## src/rtl/cpu_mem_pkg.sv

```systemverilog
// Shared memory-side definitions: store sizes, drain FSM states
// and the store buffer entry layout.
package cpu_mem_pkg;

    localparam logic [1:0] SZ_BYTE = 2'b00;
    localparam logic [1:0] SZ_HALF = 2'b01;
    localparam logic [1:0] SZ_WORD = 2'b10;

    localparam int WADDR_W = 30;
    localparam int BE_W    = 4;
    localparam int DATA_W  = 32;

    typedef enum logic {
        ST_IDLE  = 1'b0,
        ST_WRITE = 1'b1
    } drain_state_e;

    typedef struct packed {
        logic [WADDR_W-1:0] waddr;
        logic [BE_W-1:0]    be;
        logic [DATA_W-1:0]  data;
    } sq_entry_t;

endpackage

```

## src/rtl/store_align.sv

```systemverilog
// Combinational store lane aligner.
// Ports: offset/size/data_in in; data_out, byte_en, illegal out.
module store_align
    import cpu_mem_pkg::*;
(
    input  logic [1:0]  offset,
    input  logic [1:0]  size,
    input  logic [31:0] data_in,
    output logic [31:0] data_out,
    output logic [3:0]  byte_en,
    output logic        illegal
);

    always_comb begin
        data_out = '0;
        byte_en  = '0;
        illegal  = 1'b0;
        unique case (size)
            SZ_BYTE: begin
                byte_en  = 4'b0001 << offset;
                data_out = {24'b0, data_in[7:0]} << {offset, 3'b000};
            end
            SZ_HALF: begin
                illegal = offset[0];
                if (offset[1]) begin
                    byte_en  = 4'b1100;
                    data_out = {data_in[15:0], 16'b0};
                end else begin
                    byte_en  = 4'b0011;
                    data_out = {16'b0, data_in[15:0]};
                end
            end
            SZ_WORD: begin
                illegal  = |offset;
                byte_en  = 4'b1111;
                data_out = data_in;
            end
            default: illegal = 1'b1;
        endcase
    end

endmodule

```

## src/rtl/store_write_buffer.sv

```systemverilog
// In-order store buffer: aligns sb/sh/sw, queues them, drains to memory.
// Ports: Store* push side, MemWr* req/ack drain, LoadAddr/LoadConflict.
module store_write_buffer
    import cpu_mem_pkg::*;
#(
    parameter int DEPTH = 4,
    parameter int PTR_W = 2
) (
    input  logic             clock,
    input  logic             reset,
    input  logic             StoreValid,
    output logic             StoreReady,
    input  logic [31:0]      StoreAddr,
    input  logic [31:0]      StoreData,
    input  logic [1:0]       StoreSize,
    output logic             MisalignErr,
    output logic             MemWrReq,
    output logic [31:0]      MemWrAddr,
    output logic [31:0]      MemWrData,
    output logic [3:0]       MemWrByteEn,
    input  logic             MemWrAck,
    input  logic [31:0]      LoadAddr,
    output logic             LoadConflict,
    output logic             Empty,
    output logic [PTR_W:0]   Count
);

    localparam logic [PTR_W:0] FULL_CNT = (PTR_W+1)'(DEPTH);

    sq_entry_t        mem_q [DEPTH];
    logic [PTR_W-1:0] head_q, head_d;
    logic [PTR_W-1:0] tail_q, tail_d;
    logic [PTR_W:0]   count_q, count_d;
    drain_state_e     state_q, state_d;
    logic             req_q, req_d;
    logic [31:0]      addr_q, addr_d;
    logic [31:0]      data_q, data_d;
    logic [3:0]       be_q, be_d;
    logic             err_q, err_d;

    logic [31:0] al_data;
    logic [3:0]  al_be;
    logic        al_illegal;
    logic        store_ok;
    logic        push;
    logic        pop;
    sq_entry_t   new_entry;
    sq_entry_t   head_entry;

    store_align u_align (
        .offset   (StoreAddr[1:0]),
        .size     (StoreSize),
        .data_in  (StoreData),
        .data_out (al_data),
        .byte_en  (al_be),
        .illegal  (al_illegal)
    );

    assign StoreReady = count_q < FULL_CNT;
    assign store_ok   = StoreValid & StoreReady;
    assign push       = store_ok & ~al_illegal;
    assign pop        = (state_q == ST_WRITE) & MemWrAck;
    assign new_entry  = '{waddr: StoreAddr[31:2], be: al_be, data: al_data};
    assign head_entry = mem_q[head_q];

    always_comb begin
        head_d  = head_q;
        tail_d  = tail_q;
        count_d = count_q;
        err_d   = store_ok & al_illegal;
        if (push) tail_d = tail_q + 1'b1;
        if (pop)  head_d = head_q + 1'b1;
        unique case ({push, pop})
            2'b10:   count_d = count_q + 1'b1;
            2'b01:   count_d = count_q - 1'b1;
            default: ;
        endcase
    end

    // The in-flight entry stays in the queue until its ack, so the
    // head is always the entry being (or about to be) written.
    always_comb begin
        state_d = state_q;
        req_d   = req_q;
        addr_d  = addr_q;
        data_d  = data_q;
        be_d    = be_q;
        unique case (state_q)
            ST_IDLE: begin
                if (count_q != '0) begin
                    state_d = ST_WRITE;
                    req_d   = 1'b1;
                    addr_d  = {head_entry.waddr, 2'b00};
                    data_d  = head_entry.data;
                    be_d    = head_entry.be;
                end
            end
            ST_WRITE: begin
                if (MemWrAck) begin
                    state_d = ST_IDLE;
                    req_d   = 1'b0;
                end
            end
        endcase
    end

    // A slot is valid when its distance from head is below count.
    always_comb begin
        logic [PTR_W-1:0] rel;
        rel          = '0;
        LoadConflict = 1'b0;
        for (int i = 0; i < DEPTH; i++) begin
            rel = PTR_W'(i) - head_q;
            if (({1'b0, rel} < count_q) &&
                (mem_q[i].waddr == LoadAddr[31:2]))
                LoadConflict = 1'b1;
        end
    end

    always_ff @(posedge clock or negedge reset) begin
        if (!reset) begin
            head_q  <= '0;
            tail_q  <= '0;
            count_q <= '0;
            state_q <= ST_IDLE;
            req_q   <= 1'b0;
            addr_q  <= '0;
            data_q  <= '0;
            be_q    <= '0;
            err_q   <= 1'b0;
        end else begin
            head_q  <= head_d;
            tail_q  <= tail_d;
            count_q <= count_d;
            state_q <= state_d;
            req_q   <= req_d;
            addr_q  <= addr_d;
            data_q  <= data_d;
            be_q    <= be_d;
            err_q   <= err_d;
        end
    end

    always_ff @(posedge clock or negedge reset) begin
        if (!reset) begin
            mem_q <= '{default: '0};
        end else if (push) begin
            mem_q[tail_q] <= new_entry;
        end
    end

    assign MisalignErr = err_q;
    assign MemWrReq    = req_q;
    assign MemWrAddr   = addr_q;
    assign MemWrData   = data_q;
    assign MemWrByteEn = be_q;
    assign Empty       = (count_q == '0);
    assign Count       = count_q;

endmodule
```

## config.mk

```make
export PLATFORM = sky130hd
export DESIGN_NAME = store_write_buffer
export DESIGN_NICKNAME = d
export VERILOG_FILES = /design/src/rtl/cpu_mem_pkg.sv /design/src/rtl/store_align.sv /design/src/rtl/store_write_buffer.sv
export SDC_FILE = /design/constraint.sdc
export NUM_CORES = 1
export LEC_CHECK = 0
export CAP_MARGIN = 20
export CELL_PAD_IN_SITES_DETAIL_PLACEMENT = 0
export CELL_PAD_IN_SITES_GLOBAL_PLACEMENT = 1
export CORE_MARGIN = 1
export CORE_UTILIZATION = 50
export DETAILED_ROUTE_END_ITERATION = 6
export GPL_TIMING_DRIVEN = 1
export PLACE_DENSITY_LB_ADDON = 0.1
export SLEW_MARGIN = 15
export SYNTH_ARGS = -nofsm -noshare
export SYNTH_HDL_FRONTEND = slang
export SYNTH_SLANG_ARGS = --single-unit
```

## constraint.sdc

```tcl
create_clock -name clock -period 5.2 [get_ports clock]
set_input_delay 0.78 -clock clock [delete_from_list [all_inputs] [get_ports clock]]
set_output_delay 0.78 -clock clock [all_outputs]
set_load 0.005 [all_outputs]
```

# == After elaboration in Yosys (flattened, before gate mapping) ==
# Index checks and enable logic that the tools add are counted.
# word_totals
reg_bits,340
# op_classes
addsub,8
magnitude_cmp,8
eq_ne,10
shift,2
n_mux,22
bitwise,8
reduce_logical,12
# op_table
op,count
bitwise mux 264 bit,1
two-way mux 66 bit,3
binary-select mux 66 bit (select 2 bit),1
demux 66 bit (select 2 bit),1
equality test 30 bit,4
case mux 32 bit (3 select lines),1
two-way mux 32 bit,1
left shift 8 x 5 -> 32 bit,1
less-than comparator 2 x 3 -> 1 bit,4
case mux 4 bit (3 select lines),1
two-way mux 1 bit,8
">= comparator 3 bit, second input constant",2
inverter 2 -> 3 bit,2
case mux 3 bit (2 select lines),1
logical AND 1 bit,5
"adder 2 x 1 -> 2 bit, second input constant",2
bitwise AND 1 bit,4
"equality test 2 x 1 -> 1 bit, second input constant",2
"equality test 2 bit, second input constant",2
two-way mux 4 bit,1
"!= test 2 bit, second input constant",2
case mux 1 bit (2 select lines),2
AND reduction 2 bit,2
"left shift 1 x 2 -> 4 bit, first input constant",1
other kinds (13),16

# == Depth between registers and ports, before layout ==
# Gate-level depths: netlist of the first run.
# logic_depth
depth_word,7
depth_mapped,11
depth_no_buf,9

# == Modules after synthesis ==
# Synthesis of the first run repeated with hierarchy kept, for this count alone.
# hier_totals
cells_unflattened,1096
hier_area_um2,16427.0
# modules_own_cells
module,n_inst,cells_per_inst,area_each_um2,seq_area_each_um2
store_write_buffer,1,1014,15846.4,8508.2
store_align,1,82,580.6,0.0

# == Worst setup path after synthesis of the first run ==
# No wires, ideal clock.
# synth_timing
kind,reg-to-output
from,reg head_q[1]
to,out LoadConflict
arrival_ps,1975
required_ps,4420
slack_ps,2445
stages_incl_launch_ff,10
path_buffers,2
path_cell_list,dfrtp_1 -> clkbuf_1 -> clkbuf_1 -> inv_1 -> ha_1 -> inv_1 -> a2111oi_0 -> nand4_1 -> nor4_1 -> or4_1
# synth_via
elab_chain_cells,7
elab_cells_between_ends,16
cone_classes,4 x add/sub; 4 x order compare; 4 x mux; 4 x reduce/logical
# synth_rtl
element,line_no,rtl
"start, declared",store_write_buffer.sv:31,"logic [PTR_W-1:0] head_q, head_d;"
"start signal, assigned",store_write_buffer.sv:122,head_q <= '0;
"start signal, assigned",store_write_buffer.sv:132,head_q <= head_d;
subtractor 1 x 2 -> 2 bit,store_write_buffer.sv:113,rel = PTR_W'(i) - head_q;
less-than comparator 2 x 3 -> 1 bit,store_write_buffer.sv:114,"if (({1'b0, rel} < count_q) &&"
logical AND 1 bit,store_write_buffer.sv:114,
two-way mux 1 bit (3 in a row),store_write_buffer.sv:114,
two-way mux 1 bit (*),store_write_buffer.sv:114,
"end, declared",store_write_buffer.sv:23,"output logic LoadConflict,"
# Mark *: on every way between the ends. The rest lies on a longest branch, timed or not.

# == Worst setup path in the final report of the first run ==
# layout_timing
from,in LoadAddr[18]
to,out LoadConflict
# layout_via
elab_chain_cells,6
elab_cells_between_ends,12
cone_classes,4 x eq/ne; 4 x mux; 4 x reduce/logical
# layout_rtl
element,line_no,rtl
"start, declared",store_write_buffer.sv:22,"input logic [31:0] LoadAddr,"
equality test 30 bit,store_write_buffer.sv:115,(mem_q[i].waddr == LoadAddr[31:2]))
logical AND 1 bit,store_write_buffer.sv:114,
two-way mux 1 bit (3 in a row),store_write_buffer.sv:114,
two-way mux 1 bit (*),store_write_buffer.sv:114,
# Marks and branches as above.

==> impl_metrics.toml, run 1 <==
[grt]
grt_pass1_wl_microns = 63700
grt_pass1_vias = 10858
grt_overflow_total = 0
track_usage_pct = 25.6
grt_start_max_net_pins = 105
antenna_found_initial = 2

[route]
wl_microns = 40400
wl_per_cell_microns = 22.3
antenna_left = 0
viasPerCell = 5.63
first_pass_iters = 7
via_count = 10199
dr.first_iter.drc_count = 663
drc_errors = 6

[setup_path]
reg2reg_depth = 4
crit_fanout = 4
cp_cell_sequence = "clkdlybuf4s50_1 -> xor2_1 -> nor4_1 -> nand4_1 -> a2111oi_0 -> or4_1 -> clkdlybuf4s50_1"
path_class = "input pin to primary output"
crit_path_max_incr_delay_ns = 0.59
worst-path-stages = 7
crit_required_ns = 4.42
cp_num_buf_inv = 2
start_kind = "input pin"
cp_top_family = "buffers and inverters"
cpMostUsedCell = "clkdlybuf4s50_1"
cp-end-kind = "primary output"
cp_slowest_cell = "nor4_1"
cp_data_arrival_time_ns = 3.34

[clock_network]
root_buffer = "clkbuf_16"
path_clk_slew_ns = 0.06
clock_path_buffers = 3
holdBufCountCts = 0
postCtsSetupRepairBufs = 0
cts_tree = "yes"
clock_sinks = 340
clk_latency_ns = 0.52
post_cts_resized = 0
cts_htree_levels = 2
cts_made_buffers = 38

[timing]
fin_crit_ns = 4.12
worstMarginPinSlew_ns = 1.04
finalSetupTns_ns = 0
min_period_over_period_pct = 79.2
grt_setup_unrepaired = "false"
setup_viol = 0
fin_skew_ns = 0.0160
slew_headroom_pct = 30.7
drv_slew = 0
fmax_mhz = 243
hold_viol_final = 0

[pwr]
ir_drop_uv = 306
pwr_density_cell_mw_per_mm2 = 596
p_leak_uw = 0.00864

[final_layout]
mostFrequentLayoutCells = "338 x dfrtp_1, 172 x clkdlybuf4s50_1, 156 x nand2_1"
nets = 1494
fin_cells = 1811
layout_commonest_cell = "dfrtp_1"
layout-drive-gt1-share_pct = 24.2
n_fill_cell = 2571
area_growth_syn_to_layout_pct = 20.1

[die]
die_height_microns = 181
core_area_sq_mm = 0.0316
die-area_sq_mm = 0.0329
die_x_microns = 181
start_util_pct = 50.9
rows = 65
io_pins = 178

[synthesis]
syn_area_per_cell_sq_um = 13.1
yosys.area.top_type = "dfrtp_1"
synthCells = 1228
ys_warn_count = 0
syn_area_sq_mm = 0.0161
ys_ff_latch = 340
ys_top_cells_by_area = "dfrtp_1 53%, mux2_2 9.4%, mux4_2 9.2%"
seq_area_frac_synth_pct = 52.9
yosysUniqueCellTypes = 41
synth_top_cell_area_share_pct = 52.9

[outcome]
failed_checks = "design-rule violations"
status = "finished, violations left"

[job]
maxCapViolCount = 0

[placement]
dp_cells = 1744
port_buffers = 173
gp_congestion = 0.896
dp_hpwl_microns = 27300

[hold_path]
hold_path_class = "input pin to asynchronous set/reset pin"
[worst reg2reg max path, delay by kind of cell, from the launching register on]
family	cells	cell delay, ns
buffers and inverters	2	1.19
multiplexers	2	0.95
flip-flops	1	0.68
[flip-flops by register name (all words and copies together), names as in the netlist]
name and flops:
mem_q 264, MemWrData 32, MemWrAddr 30, MemWrByteEn 4, Count 3, head_q 2
tail_q 2, MemWrReq 1, MisalignErr 1, state_q 1
[power breakdown]
| group | total, uW | internal, uW | switching, uW |
|---|---|---|---|
| logic | 4170 | 2430 | 1740 |
| registers | 4660 | 3810 | 846 |
| clock network | 2680 | 1630 | 1050 |
| total | 11500 | 7870 | 3640 |
[path summary, 6_finish.rpt]
path	from	end	slack (ns)
worst max-delay path	LoadAddr[18]	LoadConflict	1.08
worst min-delay path	reset	mem_q[59]	0.27
worst max register to register	head_q[0]	MemWrAddr[26]	2.26
worst min register to register	mem_q[70]	mem_q[70]	0.47
max in group asynchronous	reset	mem_q[198]	3.74
min in group clock	mem_q[70]	mem_q[70]	0.47
[cells in the mapped netlist]
| cell type | number |
|---|---|
| clkbuf_1 | 19 |
| buf_1 | 3 |
| buf_6 | 12 |
| buf_4 | 4 |
| o211a_1 | 1 |
| nor2b_1 | 2 |
| o21a_1 | 2 |
| and2_1 | 1 |
| clkinv_1 | 1 |
| nor4_1 | 22 |
| inv_1 | 12 |
| or4_1 | 1 |
| xnor2_1 | 30 |
| nand3_1 | 4 |
| a21oi_2 | 1 |
| xor2_1 | 97 |
| o21ai_0 | 147 |
| nor3_2 | 1 |
| nand2_2 | 4 |
| ha_1 | 9 |
| a2111oi_0 | 4 |
| mux2_2 | 134 |
| nand2_1 | 156 |
| fa_1 | 1 |
| o21ai_1 | 1 |
| nand4_1 | 10 |
| a22oi_2 | 8 |
| nand2b_1 | 2 |
| a21oi_1 | 7 |
| dfrtp_1 | 340 |
| mux2_4 | 52 |
| a222oi_1 | 8 |
| buf_2 | 37 |
| nor4b_1 | 1 |
| nor3_1 | 4 |
| a21o_1 | 3 |
| nor2_1 | 11 |
| mux4_2 | 66 |
| a22oi_1 | 8 |
| clkbuf_2 | 1 |
| conb_1 | 1 |
[metal layers]
layer / global-route usage (%) / vias up / share of wire (%)
met5: 0 / - / 0.032
li1: - / 4686 / -
met4: 9.83 / 2 / 3.5
met3: 4.15 / 75 / 4.9
met2: 42.4 / 279 / 49
met1: 33.9 / 5157 / 43
[final cells by class]
| class | count | area, sq um | area share [%] |
|---|---|---|---|
| Inverter | 13 | 48.8 | 0.253 |
| Sequential cell | 340 | 8510 | 44.1 |
| Antenna cell | 1 | 2.50 | 0.0130 |
| Multi-Input combinational cell | 800 | 7110 | 36.8 |
| Clock buffer | 59 | 1160 | 6.03 |
| Timing Repair Buffer | 189 | 1880 | 9.74 |
| Clock inverter | 7 | 85.1 | 0.441 |
| Tap cell | 402 | 503 | 2.60 |
[per-stage QoR]
step                      total power [uW]  cell area, sq um  worst slack (ns)  hold slack, ns  utilization, %
final                                11500             19300              1.08           0.271            61.2
after global routing                 12200             19300             0.933           0.320            61.2
after CTS                            11700             19300              1.07           0.318            61.2
after detailed placement              8940             18100              1.08           0.465            57.2
after global placement                8810             18100              1.05           0.456            57.2
after floorplan                       7320             16100              2.44           0.445               -
[cell families after synthesis]
family          Yosys count  share of synthesized area (%)
fa+ha+maj                10                          0.825
xor+xnor                127                           6.92
mux                     252                           23.5
simple gates            219                           5.91
compound gates          190                           6.89
buf+inv                  89                           3.03
flops                   340                           52.9
other cells               1                         0.0233
Power figures use the tool's default switching activity.
==> inputs of run 2 (changes only) <==
CORE_UTILIZATION = 47   (was 50)
clock period = 4.25 ns   (was 5.2 ns; I/O delays follow)
==> run 2 against run 1 <==
The flow now finishes without violations. Worst setup slack got worse by 0.68 ns. Cell area rose by 0.33%. Critical path depth did not move. Non-clock buffer count increased by 2. Global-route usage is 1.6 points lower. Sequential power is 22% higher. Die area is 6.3% higher. Final cell count rose by 2.6%. Largest cell class unchanged.
==> impl_metrics.toml, run 2 (synthesized netlist as in run 1, its figures left out) <==
[timing]
hold_viol_final = 0
worstMarginPinSlew_ns = 1.05
whs_ns = 0.120
fmax_mhz = 260
slew_headroom_pct = 30.2
fin_skew_ns = 0.00933
finalSetupTns_ns = 0
setup_viol = 0
drv_slew = 0
fin_crit_ns = 3.85
min_period_over_period_pct = 90.6
grt_setup_unrepaired = "false"

[placement]
dp_hpwl_microns = 27100
gp_congestion = 0.890
port_buffers = 173

[clock_network]
cts_made_buffers = 39
root_buffer = "clkbuf_16"
post_cts_resized = 0
cts_tree = "yes"
postCtsSetupRepairBufs = 0
holdBufCountCts = 0
clk_latency_ns = 0.52
clock_path_buffers = 3
path_clk_slew_ns = 0.05
clock_sinks = 340
cts_htree_levels = 2

[setup_path]
r2r_start = "Count[2]"
crit_required_ns = 3.61
start_kind = "input pin"
rr_endpoint = "mem_q[106]"
cp-end-kind = "primary output"
r2r_slack_ns = 1.54
path_class = "input pin to primary output"
crit_fanout = 4
reg2reg_depth = 5
cp_data_arrival_time_ns = 3.21

[grt]
grt_start_max_net_pins = 92
track_usage_pct = 24.0
grt_overflow_total = 0
grt_pass1_vias = 10415
antenna_found_initial = 1
grt_pass1_wl_microns = 63800

[die]
die-area_sq_mm = 0.0349
die_x_microns = 187
core_area_sq_mm = 0.0336
io_pins = 178
die_height_microns = 187
rows = 67
start_util_pct = 47.8

[final_layout]
n_fill_cell = 2834
finish.utilization_pct = 57.6
layout_commonest_cell = "dfrtp_1"
area_growth_syn_to_layout_pct = 20.5
largest_register_ffs = 264
largest-register = "mem_q"
nets = 1497
mostFrequentLayoutCells = "338 x dfrtp_1, 172 x clkdlybuf4s50_1, 156 x nand2_1"
layout-drive-gt1-share_pct = 23.9

[hold_path]
hold_path_class = "input pin to asynchronous set/reset pin"

[pwr]
ir_drop_uv = 318
total_power_uw = 14000
switchingPower_uw = 4480
comb_power_share_pct = 36.8
pwr_density_cell_mw_per_mm2 = 724
seq_power_share_pct = 40.5
clockPowerShare_pct = 22.7
power.internal_uw = 9550
p_leak_uw = 0.00863
switching_share_pct = 31.9

[route]
first_pass_iters = 5
dr.first_iter.drc_count = 645
antenna_left = 0
drc_errors = 0
wl_microns = 40800
via_count = 10215
viasPerCell = 5.50
wl_per_cell_microns = 21.9

[job]
maxCapViolCount = 0

[outcome]
status = "finished, final reports clean"
## run 2: layer usage
metal | global-route usage, % | up-vias | routed length (microns)
met5 | 0 | - | 0
met4 | 7.94 | 0 | 1250
met3 | 3.62 | 72 | 1730
met2 | 39.4 | 261 | 19800
met1 | 32.7 | 5179 | 18000
li1 | - | 4703 | -
## run 2: metrics by stage
step / area [sq um] / std cells / setup slack, ns
finish: 19400 / 1858 / 0.398
global route: 19400 / 1857 / 0.202
CTS: 19400 / 1857 / 0.418
detailed placement: 18200 / 1792 / 0.453
global placement: 18200 / 1792 / 0.478
floorplan: 16100 / 1229 / 1.64
## run 2: power by group through the flow
| stage | combinational, uW | clock, uW | sequential (uW) |
|---|---|---|---|
| finish | 5160 | 3180 | 5680 |
| global route | 5600 | 3400 | 5880 |
| CTS | 5240 | 3260 | 5690 |
| floorplan | 3520 | 0 | 5430 |
| global placement | 5140 | 0 | 5680 |
| detailed placement | 5220 | 0 | 5730 |
## run 2: final cells by class
type                    instances  area (sq um)  share of cell area [%]
diodes                          1          2.50                  0.0129
flip-flops and latches        340          8510                    43.9
clock inverters                 8           100                   0.517
repair buffers                191          1950                    10.1
clock buffers                  57          1090                    5.61
inverters                      13          48.8                   0.252
multi-input cells             800          7110                    36.7
well taps                     448           561                    2.89
## run 2: critical path, cell delays in order
cell and delay, ns:
clkdlybuf4s50_1 0.53, xor2_1 0.20, nor4_1 0.49, nand4_1 0.19
a2111oi_0 0.44, or4_1 0.23, clkdlybuf4s50_1 0.51
## run 2: worst max-delay path by stage
stage | startpoint | endpoint | slack [ns]
4_1_cts | head_q[1] | LoadConflict | 0.42
2_1_floorplan | head_q[1] | LoadConflict | 1.64
3_5_place_dp | LoadAddr[25] | LoadConflict | 0.45
3_3_place_gp | LoadAddr[25] | LoadConflict | 0.48
6_report | LoadAddr[18] | LoadConflict | 0.40
5_1_grt | head_q[1] | LoadConflict | 0.20
